[src/rtl/online_digit_collector_if.sv]
// Digit-in / word-out handshake bundle for online_digit_collector.
// The slave modport is the collector; the master modport is its environment.
interface online_digit_collector_if #(
    parameter int NDIGITS = 8
);
    logic [1:0]       x;
    logic             In_vld;
    logic             In_rdy;
    logic [NDIGITS:0] res;
    logic             Out_vld;
    logic             Out_rdy;

    modport master (output x, In_vld, Out_rdy, input In_rdy, res, Out_vld);
    modport slave  (input x, In_vld, Out_rdy, output In_rdy, res, Out_vld);
endinterface

[src/rtl/online_digit_collector.sv]
// On-the-fly (Q/QM) conversion of MSD-first radix-2 signed digits into NDIGITS+1-bit words.
// Optional ONLINE_DELAY_SKIP_EN: the first DELTA digits of each word are accepted but not converted.
module online_digit_collector #(
    parameter int NDIGITS = 8,
    parameter int DELTA   = 2
) (
    input logic                     clk,
    input logic                     rst,
    online_digit_collector_if.slave bus
);
    localparam int W  = NDIGITS + 1;
    localparam int CW = $clog2(NDIGITS + 1);
    localparam logic [CW-1:0] LAST = CW'(NDIGITS - 1);

    if (NDIGITS < 2 || DELTA < 0 || DELTA >= NDIGITS) begin : g_bad_cfg
        $error("online_digit_collector: need NDIGITS >= 2 and 0 <= DELTA < NDIGITS");
    end

    typedef enum logic {ACCUM, DONE} state_t;

    state_t         state, state_nx;
    logic [W-1:0]   q, qm, res_r;
    logic [W-1:0]   q_nx, qm_nx, res_nx;
    logic [CW-1:0]  cnt, cnt_nx;
    logic           accept, conv, pos, neg;

    // {d_plus, d_minus}: 10 = +1, 01 = -1, 00/11 = 0
    assign pos    = (bus.x == 2'b10);
    assign neg    = (bus.x == 2'b01);
    assign accept = bus.In_vld && (state == ACCUM);

`ifdef ONLINE_DELAY_SKIP_EN
    localparam logic [CW-1:0] SKIP = CW'(DELTA);
    assign conv = accept && (cnt >= SKIP);
`else
    assign conv = accept;
`endif

    always_ff @(posedge clk) begin
        if (rst) begin
            state <= ACCUM;
            cnt   <= '0;
            q     <= '0;
            qm    <= '1;
            res_r <= '0;
        end else begin
            state <= state_nx;
            cnt   <= cnt_nx;
            q     <= q_nx;
            qm    <= qm_nx;
            res_r <= res_nx;
        end
    end

    // Appending a digit never needs a carry: both candidates are kept and one is
    // selected, so QM = Q - 1 holds after every step (mod 2^W, which also sign-extends).
    always_comb begin
        state_nx = state;
        cnt_nx   = cnt;
        q_nx     = q;
        qm_nx    = qm;
        res_nx   = res_r;
        case (state)
            ACCUM: begin
                if (accept) begin
                    cnt_nx = cnt + CW'(1);
                    if (conv) begin
                        if (pos) begin
                            q_nx  = {q[W-2:0], 1'b1};
                            qm_nx = {q[W-2:0], 1'b0};
                        end else if (neg) begin
                            q_nx  = {qm[W-2:0], 1'b1};
                            qm_nx = {qm[W-2:0], 1'b0};
                        end else begin
                            q_nx  = {q[W-2:0], 1'b0};
                            qm_nx = {qm[W-2:0], 1'b1};
                        end
                    end
                    if (cnt == LAST) begin
                        res_nx   = q_nx;
                        state_nx = DONE;
                    end
                end
            end
            DONE: begin
                if (bus.Out_rdy) begin
                    state_nx = ACCUM;
                    cnt_nx   = '0;
                    q_nx     = '0;
                    qm_nx    = '1;
                end
            end
            default: state_nx = ACCUM;
        endcase
    end

    assign bus.In_rdy  = (state == ACCUM);
    assign bus.Out_vld = (state == DONE);
    assign bus.res     = res_r;
endmodule

[src/flat_wrapper.sv]
// flat-port wrapper written by rule: the top's interface ports become plain ports
module online_digit_collector_flat 
#(
    parameter int NDIGITS = 8,
    parameter int DELTA   = 2
)
  (clk, rst, bus_x, bus_In_vld, bus_Out_rdy, bus_In_rdy, bus_res, bus_Out_vld);
  online_digit_collector_if #(.NDIGITS(NDIGITS)) bus_i ();
  input logic clk;
  input logic rst;
  input wire logic [$bits(bus_i.x)-1:0] bus_x;
  input wire logic [$bits(bus_i.In_vld)-1:0] bus_In_vld;
  input wire logic [$bits(bus_i.Out_rdy)-1:0] bus_Out_rdy;
  output wire logic [$bits(bus_i.In_rdy)-1:0] bus_In_rdy;
  output wire logic [$bits(bus_i.res)-1:0] bus_res;
  output wire logic [$bits(bus_i.Out_vld)-1:0] bus_Out_vld;
  assign bus_i.x = bus_x;
  assign bus_i.In_vld = bus_In_vld;
  assign bus_i.Out_rdy = bus_Out_rdy;
  assign bus_In_rdy = bus_i.In_rdy;
  assign bus_res = bus_i.res;
  assign bus_Out_vld = bus_i.Out_vld;
  online_digit_collector #(.NDIGITS(NDIGITS), .DELTA(DELTA)) u_core (.clk(clk), .rst(rst), .bus(bus_i));
endmodule
[config.mk]
export PLATFORM = sky130hd
export DESIGN_NAME = online_digit_collector_flat
export DESIGN_NICKNAME = d
export VERILOG_FILES = /design/src/rtl/online_digit_collector_if.sv /design/src/rtl/online_digit_collector.sv /design/src/flat_wrapper.sv
export SDC_FILE = /design/constraint.sdc
export NUM_CORES = 1
export LEC_CHECK = 0
export ABC_AREA = 1
export BUFFER_PORTS_ARGS = -buffer_cell sky130_fd_sc_hd__buf_4
export CORE_MARGIN = 4
export CORE_UTILIZATION = 56
export CTS_CLUSTER_SIZE = 8
export DETAILED_ROUTE_END_ITERATION = 7
export PLACE_DENSITY_LB_ADDON = 0.05
export RECOVER_POWER = 25
export SYNTH_ARGS = -nofsm -noshare
export SYNTH_HDL_FRONTEND = slang
export SYNTH_SLANG_ARGS = --single-unit
[constraint.sdc]
create_clock -name clk -period 1.6 [get_ports clk]
set_clock_uncertainty 0.2 [all_clocks]
set_input_delay 0.24 -clock clk [delete_from_list [all_inputs] [get_ports clk]]
set_output_delay 0.24 -clock clk [all_outputs]
set_load 0.01 [all_outputs]
==> metrics.md, run 1 <==
| Metric | Value |
|---|---|
| Status | completed |
| Hold Crit Start | bus_In_vld |
| Layout Nets | 250 |
| IO Pins | 17 |
| Drt drc | 0 |
| Vias in the first global route | 1305 |
| Gr usage total | 0.2118 |
| Cell taking the most area after synthesis | dfxtp_1 |
| RSZ-0062 raised after global routing | false |
| Filler cells | 226 |
| Top delay family on crit path | simple AND/OR/NAND/NOR gates |
| Worst Reg-to-Reg Cells | 7 |
| Synth top area share | 0.4113 |
| Worst path max stage delay | 380 ps |
| DR top layer | met4 |
| Distinct cells, synth | 19 |
| Placer Congestion | 0.8720 |
| Iteration count of the initial detailed-routing pass | 4 |
| Clock power share | 0.380 |
| Antenna diode count | 0 |
| CTS root buffer | clkbuf_4 |
| Critical Path Start Type | register |
| M1 WL | 1540 um |
| Yosys warns | 0 |
| Port Buffer Count | 16 |
| CP Class | register to register |
| CP dominant cell by count | nand2_1 |
| WHS | 108.9 ps |
| Die ar. | 3488 um2 |
| Initial core utilization | 0.5894 |
| Routed wire length | 3367 um |
| Hold Crit Class | input pin to register |
| Mapped Nets | 227 |
| Crit path max fanout | 17 |
| Worst reg2reg endpoint | u_core.bus.res[7] |
| Setup TNS | 0 ps |
| Most frequent cells in the layout | 74 x nand2_1, 30 x dfxtp_1, 26 x nand3_1 |
| Total CTS buffers | 5 |
| R2R Setup Slk | 110 ps |
| Sw Pwr | 411.6 uW |
| Switching Fraction | 0.2599 |
| Most common cell after layout, fill and taps aside | nand2_1 |
| Initial antenna violation count | 0 |
| Pint | 1172 uW |
| Largest net degree at the start of global routing | 18 |
| Share of cells above drive strength 1 | 0.1162 |
| Reg2reg start | u_core.cnt[0] |
| Crit. Startpoint | u_core.cnt[0] |
| Drt wl/cell | 12.42 um |
| Synth Instances | 217 |
| DP HPWL | 2448 um |
| Synth top area cells | dfxtp_1 41%, nand2_1 19%, nand3_1 8.9%, nor2_1 5.9%, inv_1 5.7% |
| Power per cell area | 934.3 nW/um2 |
| Leakage | 0.0008099 uW |
| Worst Hold Path EP | u_core.cnt[3] |
| Worst Slack Setup Final | 110.3 ps |
| Avg Inst Size Synth | 6.729 um2 |
| Final hold violation count | 0 |
| H-tree levels | 2 |
| Iter 0 DRT Violations | 61 |
| CORE AREA | 2477 um2 |
| Metal3 WL | 137 um |
| CTS tree | built |
| Worst skew pair latency | 340 ps |
| Hold Crit Depth | 4 |
| Clk slew on worst S/H paths | 100 ps |
| Final setup violating endpoints | 0 |
| WP data arrival | 1530 ps |
| FMAX | 0.6713 GHz |
| Register share of total power | 0.504 |
| Die Width | 59.06 um |
| Final min period | 1490 ps |
| Period utilization | 0.9311 |
| Buf/Inv on CP | 1 |
| Worst Tran Pin Value | 338.6 ps |
| Synth Cell Area | 1460 um2 |
| Die height | 59.06 um |
| Metal2 WL | 1626 um |
| Area Growth Syn to Fin | 16.11% |
| CTS Buffer Depth | 2 |
| DR vias | 1422 |
| First-pass GRT wire length | 5568 um |
| ANT nets after route | 0 |
| Critical path, cell by cell | ha_1 > nand3_1 > nor2_4 > buf_12 > nand2_1 > nand2_1 > nor2_1 |
| Clock net sink count | 30 |
| Required @ worst endpoint | 1640 ps |
| Max Transition Viols Final | 0 |
| Sequential area share after synthesis | 0.4113 |
| Number of max-cap violations | 0 |
| Core Rows | 18 |
| CP max-delay cell | dfxtp_1 |
| Setup WS pre-CTS | 20.51 ps |
| Slew HR | 0.7734 |
| Crit end category | register |
| Worst IR Drop VDD | 895.4 uV |
| Gate power share | 0.116 |
| Grt ovf | 0 |
| Post-DR vias/cell | 5.247 |
| Yosys reg bits | 30 |
## final cells by class
class / instances / area (um2) / share of cell area
Multi-Input combinational cell: 153 / 709.4 / 0.4184
Clock inverter: 3 / 40.04 / 0.02362
Sequential cell: 30 / 600.6 / 0.3542
Clock buffer: 5 / 37.54 / 0.02214
Tap cell: 30 / 37.54 / 0.02214
Inverter: 25 / 98.84 / 0.05830
Timing Repair Buffer: 25 / 171.4 / 0.1011
## worst max path at each step
stage,endpoint,cells past startpoint
after global placement,u_core.bus.res[0],6
after floorplan,u_core.bus.res[6],9
final,u_core.bus.res[7],7
after global routing,u_core.bus.res[0],7
after detailed placement,u_core.bus.res[0],6
after CTS,u_core.q[2],7
## flip-flops by register name, summed over array words and instances (netlist names)
register,count
u_core.cnt,4
u_core.bus.res,9
u_core.q,8
u_core.qm,8
u_core.bus.Out_vld,1
## power by group through the flow
stage	Clock (uW)	Combinational (uW)	Sequential [uW]
final	601	184	799
after global routing	633	211	802
after CTS	603	182	798
after detailed placement	0	177	815
after global placement	0	174	814
after floorplan	0	131	809
## worst register-to-register path, delay by kind of cell, from the launching register on
kind	cells	cell delay (ps)
adders and majority gates	1	210
buffers and inverters	1	150
DFF	1	380
and+or+nand+nor	5	460
## kinds of logic (layout without fill, tap and decap cells)
logic type / count (synthesis) / count (layout) / synth area share
adder cells (fa/ha/maj): 4 / 4 / 0.03428
flip-flops: 30 / 30 / 0.4113
AND/OR/NAND/NOR: 128 / 128 / 0.3693
buffers and inverters: 34 / 58 / 0.1028
AO/OA/AOI/OAI: 21 / 21 / 0.08226
## timing repair
item                                   CTS  global route
hold buffers                             2             0
gates resized for setup                  0             1
buffers inserted                         1             0
endpoints found under the hold margin   10             0
setup endpoints to repair                1             6
pin swaps                                1             0
## metrics by stage
step,total power (uW),cell area (um2),util,std cells
final,1584,1695,0.6843,271
after global placement,987.7,1609,0.6495,260
after detailed placement,992.5,1609,0.6495,260
after floorplan,939.9,1460,-,217
after global routing,1646,1695,0.6843,271
after CTS,1583,1727,0.6970,271
## metal layers
metal,global-route usage,vias up
met5,0,-
met2,0.3391,27
met3,0.07190,7
li1,-,726
met4,0.09061,0
met1,0.2577,662
## synthesized netlist by cell type
master	number
a21oi_1	11
buf_2	4
buf_6	2
clkbuf_1	3
clkinv_1	1
dfxtp_1	30
ha_1	4
inv_1	22
inv_2	1
inv_4	1
nand2_1	74
nand2_4	2
nand3_1	26
nor2_1	23
nor2_4	1
nor3_1	1
o211ai_1	6
o21ai_0	4
or2_2	1
Power figures use the tool's default switching activity.
==> run 2, diff against run 1 <==
--- a/config.mk
+++ b/config.mk
@@ -7,8 +7,9 @@
 export LEC_CHECK = 0
 export ABC_AREA = 1
 export BUFFER_PORTS_ARGS = -buffer_cell sky130_fd_sc_hd__buf_4
-export CORE_MARGIN = 4
-export CORE_UTILIZATION = 56
+export CELL_PAD_IN_SITES_DETAIL_PLACEMENT = 0
+export CELL_PAD_IN_SITES_GLOBAL_PLACEMENT = 1
+export CORE_UTILIZATION = 40
 export CTS_CLUSTER_SIZE = 8
 export DETAILED_ROUTE_END_ITERATION = 7
 export PLACE_DENSITY_LB_ADDON = 0.05
==> run 2 against run 1 <==
  * Sequential cell count unchanged
  * Total power down 7.8%
  * Clock power down 20%
  * Final area down 0.15%
  * Via count down 3.9%
  * Final cell count up 5.9%
  * Global-route usage down 2.0 points
  * Largest cell class unchanged
  * Combinational power about the same
==> metrics.md, run 2 (synthesis results as in run 1) <==
| Metric | Value |
|---|---|
| Clk slew on worst S/H paths | 100 ps (about the same) |
| Initial antenna violation count | 0 (unchanged) |
| CTS tree | built |
| Grt ovf | 0 (unchanged) |
| Buf/Inv on CP | 1 (unchanged) |
| Period utilization | 0.9225 (-0.008604) |
| Worst Tran Pin Value | 315.5 ps (-23.09 ps) |
| Vias in the first global route | 1300 (-0.38%) |
| CP dominant cell by count | nand2_1 |
| Placer Congestion | 0.8008 (-8.2%) |
| Core Rows | 21 (+3) |
| Worst skew pair latency | 330 ps (about the same) |
| Die Width | 62.42 um (+5.7%) |
| Max Transition Viols Final | 0 (unchanged) |
| CORE AREA | 3416 um2 (+38%) |
| Post-DR vias/cell | 4.760 (-9.3%) |
| Number of max-cap violations | 0 (unchanged) |
| Slew HR | 0.7889 (+0.01545) |
| First-pass GRT wire length | 5809 um (+4.3%) |
| Final min period | 1476 ps (-13.77 ps) |
| Most frequent cells in the layout | 74 x nand2_1, 30 x dfxtp_1, 26 x nand3_1 |
| Initial core utilization | 0.4275 (-0.1619) |
| Critical path, cell by cell | ha_1 > nand3_1 > nor2_4 > buf_4 > nand2_1 > nand2_1 > nor2_1 |
| Max reg flops | 9 (unchanged) |
| Cell Area, Placed | 1629 um2 (+1.2%) |
| Die height | 62.42 um (+5.7%) |
| Iter 0 DRT Violations | 85 (+39%) |
| DP Cell Count | 276 (+6.2%) |
| WP data arrival | 1510 ps (-20 ps) |
| Required @ worst endpoint | 1640 ps (about the same) |
| DP HPWL | 2471 um (+0.94%) |
| CTS Buffer Depth | 2 (unchanged) |
| RSZ-0062 raised after global routing | false |
| Antenna diode count | 0 (unchanged) |
| Leakage | 0.0008008 uW (-1.1%) |
| Util after Layout | 0.4956 (-0.1887) |
| Total CTS buffers | 5 (unchanged) |
| Port Buffer Count | 16 (unchanged) |
| Area Growth Syn to Fin | 15.94% |
| Hold Crit Class | input pin to register |
| ANT nets after route | 0 (unchanged) |
| Gr usage total | 0.1918 (-0.01999) |
| Drt wl/cell | 11.44 um (-7.9%) |
| Layout Nets | 250 (unchanged) |
| Hold Crit Start | bus_Out_rdy |
| Clock net sink count | 30 (unchanged) |
| Crit. Startpoint | u_core.cnt[1] |
| Crit end category | register |
| Iteration count of the initial detailed-routing pass | 4 (unchanged) |
| Status | completed |
| Final hold violation count | 0 (unchanged) |
| Die ar. | 3896 um2 (+12%) |
| IO Pins | 17 (unchanged) |
| Largest net degree at the start of global routing | 18 (unchanged) |
| CP max-delay cell | dfxtp_1 |
| DR vias | 1366 (-3.9%) |
| CP Class | register to register |
| Routed wire length | 3284 um (-2.5%) |
| Crit path max fanout | 4 (-13) |
| Share of cells above drive strength 1 | 0.1162 (unchanged) |
| FMAX | 0.6775 GHz (+0.93%) |
| H-tree levels | 2 (unchanged) |
| Worst IR Drop VDD | 387.1 uV (-57%) |
| Most common cell after layout, fill and taps aside | nand2_1 |
| Setup TNS | 0 ps (unchanged) |
| Reg2reg start | u_core.cnt[1] |
| Final Non-Filler Cells | 287 (+5.9%) |
| Top delay family on crit path | simple AND/OR/NAND/NOR gates |
| CTS root buffer | clkbuf_4 |
| Final non-filler cell area | 1693 um2 (-0.15%) |
| Critical Path Start Type | register |
| Final setup violating endpoints | 0 (unchanged) |
| Power per cell area | 862.8 nW/um2 (-7.7%) |
| Worst path max stage delay | 380 ps (about the same) |
| Drt drc | 0 (unchanged) |
-- run 2: cell count changes in the layout (fill, tap and decap cells not counted), sizes merged --
cell	previous run	this run
clkbuf	14	17
bufinv	1	0
clkinv	3	2
dlygate4sd3	2	1
-- run 2: path summary, 6_finish.rpt --
path	endpoint	slack (ps)	cells past startpoint
hold reg to reg	u_core.q[7]	280	2
setup reg to reg	u_core.bus.res[0]	120	7
hold / removal	u_core.bus.Out_vld	20	4
setup / recovery	u_core.bus.res[0]	120	7
-- run 2: what timing repair did --
action / CTS / global route
setup endpoints to repair: 0 / 14
resized for setup: 0 / 1
endpoints found under the hold margin: 10 / 0
setup buffers: 0 / 2
hold buffers: 1 / 0
-- run 2: power breakdown --
| part | total, uW | internal (uW) | leakage, uW | switching, uW |
|---|---|---|---|---|
| clock network | 483 | 213 | 0.0000353 | 270 |
| registers | 797 | 777 | 0.000245 | 19.5 |
| logic | 181 | 70.1 | 0.000520 | 111 |
| total | 1460 | 1060 | 0.000801 | 401 |
-- run 2: area by class of cell --
cell class	count	area, um2
fill	365	1723
multi-input combinational	153	709.4
sequential	30	600.6
timing repair buffer	25	166.4
inverter	25	98.84
tap	46	57.56
clock buffer	7	55.05
clock inverter	1	5.005
-- run 2: routing by layer --
layer	global-route usage	up-vias	wire length [um]
met1	0.2352	621	1523
met5	0	-	0
met4	0.06977	0	23
met3	0.06022	2	125
met2	0.3139	20	1611
li1	-	723	-
-- run 2: per-stage QoR --
step	setup WS (ps)	total power, uW	hold WS [ps]
2_1_floorplan	216.7	939.9	237.2
3_3_place_gp	63.80	990.4	259.2
6_report	124.0	1461	15.80
5_1_grt	0.4151	1556	36.90
3_5_place_dp	47.08	995.3	259.4
4_1_cts	29.99	1482	6.353
-- run 2: tightest hold or removal path: stages --
cell,delay [ps]
buf_4,80
nor2_1,40
nor2_1,100
nor2_1,40
